[src/rtl/pixel_write_arbiter_if.sv]
// Valid/ready pixel write bus between the arbiter (master) and the graphic manager (slave).
interface pixel_write_arbiter_if;
    logic       write_pixel;
    logic [8:0] pixel_col;
    logic [7:0] pixel_row;
    logic       bw_pixel_color;
    logic       gm_ready;

    modport master (output write_pixel, pixel_col, pixel_row, bw_pixel_color, input gm_ready);
    modport slave  (input write_pixel, pixel_col, pixel_row, bw_pixel_color, output gm_ready);
endinterface

[src/rtl/pixel_write_arbiter.sv]
// Two-requester round-robin pixel write arbiter with per-requester FIFOs and grant lock.
// Optional macro PIXEL_ARB_CLIP_EN discards off-screen entries and adds r0_clip/r1_clip.

module pixel_write_arbiter_fifo #(
    parameter int DEPTH = 4,
    parameter int W     = 18
) (
    input  logic         clk,
    input  logic         reset,
    input  logic         en,
    input  logic         wr,
    input  logic [W-1:0] din,
    input  logic         pop,
    output logic [W-1:0] dout,
    output logic         empty,
    output logic         full,
    output logic         ovf
);
    localparam int AW = $clog2(DEPTH);
    localparam logic [AW:0] DEPTH_C = (AW+1)'(DEPTH);

    logic [W-1:0]  mem [DEPTH];
    logic [AW-1:0] wptr, rptr;
    logic [AW:0]   count, count_next;
    logic          push_req, push, do_pop;

    assign empty    = (count == '0);
    assign dout     = mem[rptr];
    assign push_req = wr & en;
    assign do_pop   = pop & ~empty;
    // A full FIFO still accepts when the head leaves in the same cycle.
    assign push       = push_req & ((count != DEPTH_C) | do_pop);
    assign count_next = count + {{AW{1'b0}}, push} - {{AW{1'b0}}, do_pop};

    always_ff @(posedge clk or negedge reset) begin
        if (!reset) begin
            wptr  <= '0;
            rptr  <= '0;
            count <= '0;
            full  <= 1'b0;
            ovf   <= 1'b0;
        end else begin
            if (push)   wptr <= wptr + AW'(1);
            if (do_pop) rptr <= rptr + AW'(1);
            count <= count_next;
            full  <= (count_next == DEPTH_C);
            if (push_req && !push) ovf <= 1'b1;
        end
    end

    always_ff @(posedge clk) begin
        if (push) mem[wptr] <= din;
    end
endmodule

module pixel_write_arbiter #(
    parameter int FIFO_DEPTH = 4,
    parameter int H_RES      = 320,
    parameter int V_RES      = 240
) (
    input  logic       clk,
    input  logic       reset,
    input  logic       en,
    input  logic       initialized,
    input  logic       r0_write,
    input  logic [8:0] r0_col,
    input  logic [7:0] r0_row,
    input  logic       r0_color,
    input  logic       r0_lock,
    output logic       r0_full,
    output logic       r0_ovf,
    input  logic       r1_write,
    input  logic [8:0] r1_col,
    input  logic [7:0] r1_row,
    input  logic       r1_color,
    input  logic       r1_lock,
    output logic       r1_full,
    output logic       r1_ovf,
`ifdef PIXEL_ARB_CLIP_EN
    output logic       r0_clip,
    output logic       r1_clip,
`endif
    pixel_write_arbiter_if.master gm,
    output logic [1:0] grant
);
    localparam int NUM_REQ = 2;
    localparam int PW      = 18;
`ifdef PIXEL_ARB_CLIP_EN
    localparam bit CLIP = 1'b1;
`else
    localparam bit CLIP = 1'b0;
`endif

    typedef struct packed {
        logic [8:0] col;
        logic [7:0] row;
        logic       color;
    } pix_t;

    typedef enum logic [1:0] {IDLE, G0, G1} state_t;

    logic [NUM_REQ-1:0]         wr, lock, pop, empty, full, ovf;
    logic [NUM_REQ-1:0][PW-1:0] din, dout;

    assign wr     = {r1_write, r0_write};
    assign lock   = {r1_lock, r0_lock};
    assign din[0] = {r0_col, r0_row, r0_color};
    assign din[1] = {r1_col, r1_row, r1_color};
    assign {r1_full, r0_full} = full;
    assign {r1_ovf,  r0_ovf}  = ovf;

    for (genvar k = 0; k < NUM_REQ; k++) begin : g_req
        pixel_write_arbiter_fifo #(.DEPTH(FIFO_DEPTH), .W(PW)) u_fifo (
            .clk(clk), .reset(reset), .en(en),
            .wr(wr[k]), .din(din[k]),
            .pop(pop[k]), .dout(dout[k]),
            .empty(empty[k]), .full(full[k]), .ovf(ovf[k])
        );
    end

    state_t state, state_next;
    logic   rr, rr_next, own, owner_locked, sel, sel_vld;
    logic   can_load, xfer, pop_any, load, head_oob, drop;
    logic   out_vld;
    pix_t   head, out_q;

    assign own          = (state == G1);
    assign owner_locked = (state != IDLE) && lock[own];
    assign xfer         = out_vld & gm.gm_ready;
    assign can_load     = en & initialized & (~out_vld | gm.gm_ready);
    assign head         = pix_t'(dout[sel]);
    assign head_oob     = ({23'd0, head.col} >= H_RES) || ({24'd0, head.row} >= V_RES);
    assign drop         = CLIP & head_oob;
    assign pop_any      = can_load & sel_vld & ~empty[sel];
    assign load         = pop_any & ~drop;
    assign pop          = pop_any ? (sel ? 2'b10 : 2'b01) : 2'b00;

    // A locking owner keeps the grant; otherwise any lock wins (r0 first), then round-robin.
    always_comb begin
        sel        = rr;
        sel_vld    = 1'b0;
        state_next = state;
        rr_next    = rr;
        if (owner_locked) begin
            sel     = own;
            sel_vld = 1'b1;
        end else if (lock[0]) begin
            sel     = 1'b0;
            sel_vld = 1'b1;
        end else if (lock[1]) begin
            sel     = 1'b1;
            sel_vld = 1'b1;
        end else if (!empty[rr]) begin
            sel_vld = 1'b1;
        end else if (!empty[~rr]) begin
            sel     = ~rr;
            sel_vld = 1'b1;
        end
        if (can_load) state_next = !sel_vld ? IDLE : (sel ? G1 : G0);
        if (en && owner_locked) rr_next = ~own;
        else if (pop_any)       rr_next = ~sel;
    end

    always_ff @(posedge clk or negedge reset) begin
        if (!reset) begin
            state   <= IDLE;
            rr      <= 1'b0;
            out_vld <= 1'b0;
            out_q   <= '0;
            grant   <= '0;
        end else begin
            state <= state_next;
            rr    <= rr_next;
            if (load) begin
                out_vld <= 1'b1;
                out_q   <= head;
                grant   <= sel ? 2'b10 : 2'b01;
            end else if (xfer) begin
                out_vld <= 1'b0;
                if (state_next == IDLE) grant <= '0;
            end
        end
    end

`ifdef PIXEL_ARB_CLIP_EN
    always_ff @(posedge clk or negedge reset) begin
        if (!reset) begin
            r0_clip <= 1'b0;
            r1_clip <= 1'b0;
        end else if (pop_any && drop) begin
            if (sel) r1_clip <= 1'b1;
            else     r0_clip <= 1'b1;
        end
    end
`endif

    assign gm.write_pixel    = out_vld;
    assign gm.pixel_col      = out_q.col;
    assign gm.pixel_row      = out_q.row;
    assign gm.bw_pixel_color = out_q.color;
endmodule

[src/flat_wrapper.sv]
// flat-port wrapper written by rule: the top's interface ports become plain ports
module pixel_write_arbiter_flat 
#(
    parameter int FIFO_DEPTH = 4,
    parameter int H_RES      = 320,
    parameter int V_RES      = 240
)
  (clk, reset, en, initialized, r0_write, r0_col, r0_row, r0_color, r0_lock, r0_full, r0_ovf, r1_write, r1_col, r1_row, r1_color, r1_lock, r1_full, r1_ovf, grant, gm_write_pixel, gm_pixel_col, gm_pixel_row, gm_bw_pixel_color, gm_gm_ready);
  pixel_write_arbiter_if gm_i ();
  input  logic clk;
  input  logic reset;
  input  logic en;
  input  logic initialized;
  input  logic r0_write;
  input  logic [8:0] r0_col;
  input  logic [7:0] r0_row;
  input  logic r0_color;
  input  logic r0_lock;
  output logic r0_full;
  output logic r0_ovf;
  input  logic r1_write;
  input  logic [8:0] r1_col;
  input  logic [7:0] r1_row;
  input  logic r1_color;
  input  logic r1_lock;
  output logic r1_full;
  output logic r1_ovf;
  output logic [1:0] grant;
  output wire logic [$bits(gm_i.write_pixel)-1:0] gm_write_pixel;
  output wire logic [$bits(gm_i.pixel_col)-1:0] gm_pixel_col;
  output wire logic [$bits(gm_i.pixel_row)-1:0] gm_pixel_row;
  output wire logic [$bits(gm_i.bw_pixel_color)-1:0] gm_bw_pixel_color;
  input wire logic [$bits(gm_i.gm_ready)-1:0] gm_gm_ready;
  assign gm_write_pixel = gm_i.write_pixel;
  assign gm_pixel_col = gm_i.pixel_col;
  assign gm_pixel_row = gm_i.pixel_row;
  assign gm_bw_pixel_color = gm_i.bw_pixel_color;
  assign gm_i.gm_ready = gm_gm_ready;
  pixel_write_arbiter #(.FIFO_DEPTH(FIFO_DEPTH), .H_RES(H_RES), .V_RES(V_RES)) u_core (.clk(clk), .reset(reset), .en(en), .initialized(initialized), .r0_write(r0_write), .r0_col(r0_col), .r0_row(r0_row), .r0_color(r0_color), .r0_lock(r0_lock), .r0_full(r0_full), .r0_ovf(r0_ovf), .r1_write(r1_write), .r1_col(r1_col), .r1_row(r1_row), .r1_color(r1_color), .r1_lock(r1_lock), .r1_full(r1_full), .r1_ovf(r1_ovf), .gm(gm_i), .grant(grant));
endmodule
[config.mk]
export PLATFORM = sky130hd
export DESIGN_NAME = pixel_write_arbiter_flat
export DESIGN_NICKNAME = d
export VERILOG_FILES = /design/src/rtl/pixel_write_arbiter_if.sv /design/src/rtl/pixel_write_arbiter.sv /design/src/flat_wrapper.sv
export SDC_FILE = /design/constraint.sdc
export NUM_CORES = 1
export LEC_CHECK = 0
export BUFFER_PORTS_ARGS = -buffer_cell sky130_fd_sc_hd__buf_2
export CORE_MARGIN = 8
export CORE_UTILIZATION = 25
export DETAILED_ROUTE_END_ITERATION = 16
export PLACE_DENSITY = 0.4
export SETUP_SLACK_MARGIN = 0.2
export SLEW_MARGIN = 10
export SYNTH_ARGS = -nofsm -noshare
export SYNTH_HDL_FRONTEND = slang
export SYNTH_SLANG_ARGS = --single-unit
[constraint.sdc]
create_clock -name clk -period 4.2 [get_ports clk]
set_clock_uncertainty 0.2 [all_clocks]
set_input_delay 0.84 -clock clk [delete_from_list [all_inputs] [get_ports clk]]
set_output_delay 0.84 -clock clk [all_outputs]
set_load 0.03 [all_outputs]
==> impl_metrics.csv <==
group,metric,value,unit
run_status,status,"finished, final reports clean",
timing,fin_ws,0.526,ns
layout,areaGrowthSynthToFinish,19.9,%
placed_design,dp_worst_setup_slack,0.165,ns
timing,fmax,0.272,GHz
floorplan,dieArea,35600,µm²
clocking,cts_tree,"done",
global_routing,top_usage_layer,"met2",
worst_setup_path,crit_buf_inv,1,
worst_setup_path,worstReg2RegStart,"u_core.g_req[0].u_fifo.count[2]",
timing,tns,0,ns
logic_synthesis,ys_seq_elements,186,
power_and_ir_drop,combPwrFrac,0.293,
clocking,cts_root_buf,"clkbuf_16",
worst_setup_path,reg2reg_to,"u_core.g_req[1].u_fifo.full",
clocking,postCtsSetupBuffers,0,
worst_setup_path,crit_path_end,"u_core.g_req[1].u_fifo.full",
logic_synthesis,ys.warnings.count,0,
power_and_ir_drop,seq_power_share,0.438,
min_path,hp-class,"flip-flop to flip-flop",
power_and_ir_drop,ir_drop,0.288,mV
global_routing,grt_first_pass_wirelength,25500,µm
logic_synthesis,syn_area,7450,µm²
floorplan,die_y,189,µm
placed_design,dp.cells,867,
worst_setup_path,arrival,3.81,ns
worst_setup_path,cpPeakStageDelay,0.51,ns
timing,final_max_slew_viol_count,0,
clocking,insertion_delay,0.43,ns
layout,fin_cells,899,
global_routing,grt_overflow,0,
layout,drive_gt1_frac,0.328,
worst_setup_path,cp-start-kind,"flip-flop",
clocking,htreeDepth,4,
routing,routed_via_density,4.26,
routing,routed-via-count,3829,
logic_synthesis,synth-async-reset-ratio,0.226,
worst_setup_path,cpLargestDelayFamily,"adder cells",
global_routing,grt_usage,0.0967,
power_and_ir_drop,switching_power,2.03,mW
routing,wl_per_cell,18.5,µm
global_routing,grtUsageMet3,0.0287,
worst_setup_path,cp_max_fo,9,
placed_design,port_buffers,69,
timing,setup_viol,0,
logic_synthesis,yosys.area.top_type,"edfxtp_1",
logic_synthesis,synth_area_leaders,"edfxtp_1 58%, dfrtp_1 14%, mux4_2 11%",
routing,routed_wl,16700,µm
placed_design,dp_hpwl,11200,µm
floorplan,core.rowCount,63,
power_and_ir_drop,p_total,5.97,mW
routing,drcViolationCount,0,
logic_synthesis,synth_cells,411,
global_routing,grt_util_met1,0.123,
floorplan,ioPinCount,70,
worst_setup_path,crit_type,"flip-flop to flip-flop",
worst_setup_path,r2r_slack,0.53,ns
logic_synthesis,synthFlopType,"edfxtp_1",
timing,hold_viol,0,
timing,rsz0062_at_grt,"false",
timing,tightest_slew,1.03,ns
global_routing,grt_util_met2,0.158,
floorplan,initial_core_util,0.253,
logic_synthesis,yosysSeqAreaShare,0.721,
power_and_ir_drop,p_clk_frac,0.270,
worst_setup_path,rr_worst_depth,12,
power_and_ir_drop,p_int,3.94,mW
worst_setup_path,end_kind,"flip-flop",
clocking,cts_buffer_depth,2,
floorplan,core-area,29500,µm²
logic_synthesis,yosysUniqueCellTypes,49,
clocking,ctsResizeCount,0,
worst_setup_path,critical_path_required,4.34,ns
global_routing,first_global_vias,4155,
layout,final_core_util,0.303,
worst_setup_path,worstPathCellList,"nor3_1 > maj3_2 > a21boi_4 > o21a_1 > or2_2 > ha_1 > inv_1 > ha_1 > fa_1 > xnor2_1 > xnor2_1 > nor3b_1",
layout,insertedDiodeCount,0,
power_and_ir_drop,p_per_area,668,nW/µm²
logic_synthesis,synth_fp_nets,470,
global_routing,antenna_found_initial,1,
timing,slew_headroom,0.314,
power_and_ir_drop,swShare,0.340,
timing,period_share,0.875,
clocking,postCtsHoldBufs,0,
logic_synthesis,synth_top_cell_area_share,0.580,
clocking,cts_buffers,17,
routing,dr.pass1.iters,4,
worst_setup_path,crit_start,"u_core.g_req[0].u_fifo.count[2]",
worst_setup_path,cpMaxStageDelayCell,"nor3_1",
layout,fin_nets,555,
clocking,clock-sinks,186,
power_and_ir_drop,p_leak,3.23,nW
worst_setup_path,worst-path-stages,12,
routing,drt-initial-drc-count,181,
global_routing,grt_max_degree,43,
clocking,clk_pin_slew_worst_paths,0.07,ns
timing,post-route-min-period,3.67,ns
floorplan,die_w,189,µm
routing,drtAntennaViolNets,0,
logic_synthesis,synth-edff-count,144,
placed_design,place_congestion,0.789,
flow_run,maxCapViolations,0,
logic_synthesis,syn_area_per_cell,18.1,µm²
-- placed cells by master, fill, tap and decap left out, types with 3 or more instances in the layout --
cell type	n
buf_4	14
mux4_2	36
o21ai_1	5
inv_1	12
clkinvlp_4	4
ha_1	12
o21ai_0	17
nor3b_2	8
nand3_1	6
nor3b_1	3
nor3_1	5
mux2i_1	18
nand2_1	33
xnor2_1	6
a21oi_1	5
buf_2	69
dfrtp_1	42
nor2_1	4
clkbuf_16	17
clkinv_8	3
edfxtp_1	144
-- worst min-delay path by stage --
stage                                 end  depth (start not counted)                        from  slack (ns)
4_1_cts        u_core.g_req[1].u_fifo.ovf                          1  u_core.g_req[1].u_fifo.ovf        0.28
2_1_floorplan             u_core.state[1]                          2             u_core.state[1]        0.26
6_report       u_core.g_req[1].u_fifo.ovf                          1  u_core.g_req[1].u_fifo.ovf        0.28
3_5_place_dp   u_core.g_req[1].u_fifo.ovf                          1  u_core.g_req[1].u_fifo.ovf        0.26
3_3_place_gp   u_core.g_req[1].u_fifo.ovf                          1  u_core.g_req[1].u_fifo.ovf        0.26
5_1_grt        u_core.g_req[1].u_fifo.ovf                          1  u_core.g_req[1].u_fifo.ovf        0.30
-- cell type report --
type                            count  area [µm²]
Multi-Input combinational cell    196        1990
Clock inverter                     15         168
Tap cell                          390         488
Inverter                           12        45.0
Timing Repair Buffer               83         450
Clock buffer                       17         425
Fill cell                        2957       20500
Sequential cell                   186        5380
-- cells in the mapped netlist (2+ instances only) --
cell type and n:
a211o_1 2, edfxtp_1 144, a21oi_1 5, or3_1 2, o21ai_0 18, nor3b_1 11
and3_1 2, clkbuf_1 10, o21a_1 2, mux2i_1 18, a211oi_1 2, o21ai_1 5
buf_6 2, nand2_1 33, buf_2 2, ha_1 12, dfrtp_1 42, fa_1 2
xnor2_1 6, mux4_2 36, nor3_1 5, xor2_1 2, nor2b_1 2, inv_1 12
nor2_1 4, nand3_1 6, or4_1 2
-- metrics by stage --
stage	hold slack (ns)	instance area, µm²
floorplan	0.259	7450
global placement	0.259	8350
detailed placement	0.260	8350
CTS	0.277	8940
global route	0.298	8940
finish	0.275	8940
-- metal layers --
metal / part of all wire / up-vias
met3: 0.047 / 21
met5: 0.00054 / -
met2: 0.49 / 92
met1: 0.45 / 1943
li1: - / 1771
met4: 0.012 / 2
-- power groups by stage --
stage / logic [mW] / registers (mW) / clock network [mW]
global placement: 1.77 / 2.64 / 0
finish: 1.75 / 2.61 / 1.61
floorplan: 1.12 / 2.71 / 0
detailed placement: 1.81 / 2.66 / 0
CTS: 1.82 / 2.62 / 1.66
global route: 1.94 / 2.66 / 1.73
-- cells by family (layout without fill, tap and decap cells) --
group                      Yosys count  after routing  share of synthesized area
muxes                               54             54                      0.133
adders and majority gates           15             15                     0.0270
xor gates and xnor gates             8              8                    0.00940
buffers and inverters               29            127                     0.0190
DFF                                186            186                      0.721
AOI/OAI and AO/OA                   44             44                     0.0379
and+or+nand+nor                     75             75                     0.0524
-- flip-flops by register name, indices dropped and copies added (netlist names) --
register / cells
u_core.state: 2
u_core.g_req.u_fifo.wptr: 4
u_core.rr: 1
u_core.g_req.u_fifo.count: 6
u_core.g_req.u_fifo.rptr: 4
u_core.gm.write_pixel: 1
u_core.g_req.u_fifo.ovf: 2
u_core.grant: 2
u_core.gm.pixel_row: 8
u_core.gm.bw_pixel_color: 1
u_core.g_req.u_fifo.mem: 144
u_core.gm.pixel_col: 9
u_core.g_req.u_fifo.full: 2
No activity file was read; power rests on OpenSTA's default activity.
